<file path="config.mk">
export PLATFORM = sky130hd
export DESIGN_NAME = serial_sub
export DESIGN_NICKNAME = d
export VERILOG_FILES = /design/src/rtl/sub_pkg.sv /design/src/rtl/serial_sub_fs_cell.sv /design/src/rtl/serial_sub.sv
export SDC_FILE = /design/constraint.sdc
export NUM_CORES = 1
export LEC_CHECK = 0
export BUFFER_PORTS_ARGS = -buffer_cell sky130_fd_sc_hd__buf_4
export CELL_PAD_IN_SITES_DETAIL_PLACEMENT = 1
export CELL_PAD_IN_SITES_GLOBAL_PLACEMENT = 1
export CORE_MARGIN = 2
export CORE_UTILIZATION = 43
export DETAILED_ROUTE_END_ITERATION = 10
export PLACE_DENSITY = 0.85
export SLEW_MARGIN = 40
export SYNTH_ARGS = -nofsm -noshare
export SYNTH_HDL_FRONTEND = slang
export SYNTH_SLANG_ARGS = --single-unit
</file>
<file path="constraint.sdc">
create_clock -name clk -period 3.5 [get_ports clk]
set_input_delay 0.175 -clock clk [delete_from_list [all_inputs] [get_ports clk]]
set_output_delay 0.175 -clock clk [all_outputs]
set_load 0.02 [all_outputs]
</file>
<file path="src/rtl/sub_pkg.sv">
// Shared definitions for the bit-serial subtractor: default operand width
// and the controller state encoding.
package sub_pkg;

    localparam int WIDTH_DEFAULT = 8;

    typedef enum logic [1:0] {
        ST_IDLE = 2'd0,
        ST_RUN  = 2'd1,
        ST_DONE = 2'd2
    } state_e;

endpackage

</file>
<file path="src/rtl/serial_sub_fs_cell.sv">
// One-bit combinational full-subtract cell. It forms a - b - bin for a single
// bit position and produces the difference bit plus the borrow to the next bit.
module fs_cell (
    input  logic a,
    input  logic b,
    input  logic bin,
    output logic d,
    output logic bo
);

    // Difference bit and borrow-out for one bit position
    assign d  = a ^ b ^ bin;
    assign bo = (~a & b) | (~(a ^ b) & bin);

endmodule

</file>
<file path="src/rtl/serial_sub.sv">
// Bit-serial subtractor: computes a - b - bin one bit per clock, LSB first,
// through a single full-subtract cell. The result, borrow-out and signed
// overflow are published together when the operation completes and are held
// until the next completion or reset.
module serial_sub
    import sub_pkg::*;
#(
    parameter int WIDTH = WIDTH_DEFAULT
) (
    input  logic             clk,
    input  logic             rst,
    input  logic             start,
    input  logic [WIDTH-1:0] a,
    input  logic [WIDTH-1:0] b,
    input  logic             bin,
    output logic             ready,
    output logic             busy,
    output logic             done,
    output logic [WIDTH-1:0] diff,
    output logic             bout,
    output logic             ovf
);

    localparam int             CW   = $clog2(WIDTH + 1);
    localparam logic [CW-1:0]  LAST = CW'(WIDTH - 1);

    state_e           state_q, state_d;
    logic [CW-1:0]    cnt_q, cnt_d;
    logic [WIDTH-1:0] a_q, a_d;
    logic [WIDTH-1:0] b_q, b_d;
    logic [WIDTH-1:0] acc_q, acc_d;
    logic [WIDTH-1:0] diff_q, diff_d;
    logic             br_q, br_d;
    logic             bout_q, bout_d;
    logic             ovf_q, ovf_d;

    logic             cell_d;
    logic             cell_bo;
    logic [WIDTH-1:0] acc_shift;

    // The single subtract cell always works on the current LSBs and running borrow
    fs_cell u_cell (
        .a   (a_q[0]),
        .b   (b_q[0]),
        .bin (br_q),
        .d   (cell_d),
        .bo  (cell_bo)
    );

    // Difference bits enter from the MSB side so the LSB ends up at bit 0
    assign acc_shift = (acc_q >> 1) | (WIDTH'(cell_d) << (WIDTH - 1));

    assign ready = (state_q == ST_IDLE);
    assign busy  = (state_q == ST_RUN);
    assign done  = (state_q == ST_DONE);
    assign diff  = diff_q;
    assign bout  = bout_q;
    assign ovf   = ovf_q;

    // Next-state and datapath updates; everything holds unless the state acts on it
    always_comb begin
        state_d = state_q;
        cnt_d   = cnt_q;
        a_d     = a_q;
        b_d     = b_q;
        acc_d   = acc_q;
        br_d    = br_q;
        diff_d  = diff_q;
        bout_d  = bout_q;
        ovf_d   = ovf_q;

        case (state_q)
            ST_IDLE: begin
                if (start) begin
                    state_d = ST_RUN;
                    a_d     = a;
                    b_d     = b;
                    br_d    = bin;
                    cnt_d   = '0;
                end
            end
            ST_RUN: begin
                a_d   = a_q >> 1;
                b_d   = b_q >> 1;
                br_d  = cell_bo;
                acc_d = acc_shift;
                cnt_d = cnt_q + CW'(1);
                if (cnt_q == LAST) begin
                    state_d = ST_DONE;
                    cnt_d   = '0;
                    diff_d  = acc_shift;
                    bout_d  = cell_bo;
                    ovf_d   = cell_bo ^ br_q;
                end
            end
            ST_DONE: begin
                state_d = ST_IDLE;
            end
            default: begin
                state_d = ST_IDLE;
            end
        endcase
    end

    // State and datapath registers with synchronous reset that abandons any partial result
    always_ff @(posedge clk) begin
        if (rst) begin
            state_q <= ST_IDLE;
            cnt_q   <= '0;
            a_q     <= '0;
            b_q     <= '0;
            acc_q   <= '0;
            br_q    <= 1'b0;
            diff_q  <= '0;
            bout_q  <= 1'b0;
            ovf_q   <= 1'b0;
        end else begin
            state_q <= state_d;
            cnt_q   <= cnt_d;
            a_q     <= a_d;
            b_q     <= b_d;
            acc_q   <= acc_d;
            br_q    <= br_d;
            diff_q  <= diff_d;
            bout_q  <= bout_d;
            ovf_q   <= ovf_d;
        end
    end

endmodule

</file>
==> impl_metrics.py <==
metrics = {
    "outcome": {
        "status": "completed",
    },
    "job": {
        "cap_violations": 0,
    },
    "placement": {
        "post-place-ws_ns": 1.80,
        "dp_hpwl_mm": 2.89,
        "io_buffers": 32,
        "dpl_cell_area_sq_um": 1910,
        "gp_congestion": 0.749,
    },
    "sta": {
        "setup-tns-final_ns": 0,
        "fin_crit_ns": 1.99,
        "period_share_pct": 56.9,
        "finalSetupViolations": 0,
        "finalHoldViolCount": 0,
        "drv_slew": 0,
        "fin_skew_ns": 0.00518,
        "rsz0062_at_grt": "no",
        "worstMarginPinSlew_ns": 0.669,
        "final.setup.worst_slack_ns": 1.51,
        "slew_headroom_pct": 55.3,
        "fmax_mhz": 502,
        "hold_slack_ns": 0.166,
    },
    "power_and_ir_drop": {
        "netSwitchingPower_mw": 0.224,
        "power_density_nw_per_um2": 447,
        "power_frac_seq_pct": 54.6,
        "power_frac_clock_pct": 35.6,
        "combPwrFrac_pct": 9.8,
        "switching_share_pct": 25.0,
        "peakVddDrop_v": 0.000237,
        "leakagePower_nw": 0.746,
        "p_int_mw": 0.671,
    },
    "setup_path": {
        "reg2reg_from": "state_q[0]",
        "end_kind": "output port",
        "cp.required_ns": 3.32,
        "rr_worst_depth": 4,
        "worstSetupEndpoint": "busy",
        "crit_type": "reg -> out",
        "timing.rr.end": "bout",
        "worst_setup_path_startpoint": "state_q[0]",
        "cp-start-kind": "flip-flop",
        "arrival_ns": 1.82,
        "critPathMaxFanout": 33,
        "r2r_slack_ns": 1.74,
    },
    "grt": {
        "grt_pass1_vias": 1548,
        "grt_util_all_layers_pct": 21.3,
        "grt_pass1_wl_mm": 7.22,
        "grt_max_degree": 34,
        "grt-ovfl-total": 0,
        "grt_antenna_before_repair": 0,
    },
    "logic_synthesis": {
        "netlist.area_leader.share_pct": 47.3,
        "ys_types": 34,
        "synth-async-reset-ratio_pct": 0,
        "synth_top_cell_by_area": "dfxtp_1",
        "synth_warnings": 0,
        "synthFlopType": "dfxtp_1",
        "synth_edf_count": 0,
        "syn_area_sq_um": 1690,
        "netlist_instances": 196,
        "synth_common_cells": "40 x dfxtp_1, 37 x nand2_1, 23 x a21oi_1, 11 x nand3_1",
        "syn_nets": 218,
        "syn-mean-instance-area_sq_um": 8.63,
        "synth.most_common_cell": "dfxtp_1",
        "yosys-top-cells-area": "dfxtp_1 47%, nand2_1 8.2%, a21oi_1 6.8%",
        "ys_seq_elements": 40,
        "seq_area_frac_synth_pct": 47.3,
    },
    "clock_tree": {
        "cts.clk_slew.worst_paths_ns": 0.08,
        "cts_buffer_depth": 2,
        "cts_inserted_buffers": 5,
        "cts_tree": "done",
        "post_cts_buffers": 0,
        "cts.sinks": 40,
        "cts.htree.levels": 2,
        "ctsRootBufferMaster": "clkbuf_8",
        "clock_latency_ns": 0.29,
        "ctsResizeCount": 0,
        "ctsHoldBuffers": 0,
    },
    "floorplan": {
        "core_sq_um": 3720,
        "num_rows": 22,
        "die_x_um": 66.7,
        "die_h_um": 66.7,
        "initial_core_util_pct": 45.5,
        "ios": 33,
        "dieArea_sq_um": 4450,
    },
    "drt": {
        "dr_total_vias": 1486,
        "vias_per_cell": 5.52,
        "drt_iter0_drc": 69,
        "drc_errors": 0,
        "routed_wl_mm": 4.32,
        "routedWlPerCell_um": 16.1,
        "drt_pass1_iterations": 4,
        "ant_nets": 0,
    },
    "finish": {
        "area_growth_pct": 18.3,
        "final_area_sq_um": 2000,
        "drive_gt1_share_pct": 19.9,
        "final_core_util_pct": 53.8,
        "n_antenna_cell": 0,
        "finalNetCount": 242,
    },
    "min_path": {
        "hp-class": "in -> reg",
    },
}
how the worst min path moves through the flow:
| stage | cells after the start | from | to | slack [ns] |
|---|---|---|---|---|
| after floorplan | 2 | a[7] | a_q[7] | 0.36 |
| after global placement | 2 | acc_q[1] | acc_q[1] | 0.45 |
| after detailed placement | 1 | a_q[6] | a_q[6] | 0.45 |
| after CTS | 3 | a[6] | a_q[6] | 0.17 |
| after global routing | 3 | a[4] | a_q[4] | 0.19 |
| final | 3 | a[6] | a_q[6] | 0.17 |
metrics by stage:
step	total power, mW	std cells
6_report	0.894	269
5_1_grt	0.937	269
4_1_cts	0.901	269
3_5_place_dp	0.585	261
3_3_place_gp	0.579	261
2_1_floorplan	0.553	196
layer usage:
layer | GRT usage (%) | routed length [um] | vias to the layer above
met4 | 5.87 | 38 | 0
met3 | 5.24 | 131 | 5
met2 | 37.4 | 2180 | 19
met5 | 0 | 0 | -
li1 | - | - | 743
met1 | 25.8 | 1970 | 719
cell usage in the layout (no fill, tap or decap):
cell type and instances:
a22o_1 8, buf_4 32, nand2b_4 1, nand3b_1 1
nor3_1 1, a31oi_1 1, ha_1 1, inv_2 1
nor2_1 3, or3_1 1, a22oi_1 7, or2_2 1
dfxtp_2 1, dfxtp_1 39, or2_1 1, o2bb2ai_1 7
or4_1 1, o22ai_1 2, nand2_1 37, fa_1 1
clkbuf_1 2, a21oi_1 23, a311oi_1 1, nor2b_1 6
clkbuf_8 6, xnor2_1 1, o21ai_0 9, o32a_1 1
o21bai_2 1, and3b_1 1, nor2b_4 1, nand3_1 11
o21ai_1 9, inv_1 2
layout make-up:
cell class / instances / area [sq um]
Timing Repair Buffer: 32 / 240
Tap cell: 48 / 60.1
Fill cell: 456 / 1720
Inverter: 3 / 11.3
Multi-Input combinational cell: 138 / 797
Sequential cell: 40 / 802
Clock buffer: 8 / 90.1
flip-flops by register name, indices dropped and copies added (netlist names):
signal,flops
a_q,8
b_q,8
ovf,1
cnt_q,4
bout,1
br_q,1
acc_q,7
state_q,2
diff,8
critical path: stages, from the launching register on:
cell      delay, ns
dfxtp_2        0.71
nand2b_4       0.25
inv_2          0.34
buf_4          0.21
cells by family after synthesis:
kind of cell               synth area share [%]
adders and majority gates                  1.92
AOI/OAI and AO/OA                          25.9
DFF                                        47.3
and+or+nand+nor                            18.8
buffers and inverters                      5.55
xor gates and xnor gates                  0.518
power groups by stage:
stage	clock (mW)	sequential [mW]	combinational (mW)
after floorplan	0	0.489	0.0639
after global placement	0	0.496	0.0827
after detailed placement	0	0.498	0.0872
after CTS	0.326	0.488	0.0880
after global routing	0.349	0.490	0.0968
final	0.319	0.488	0.0873
No activity file was read; power rests on OpenSTA's default activity.
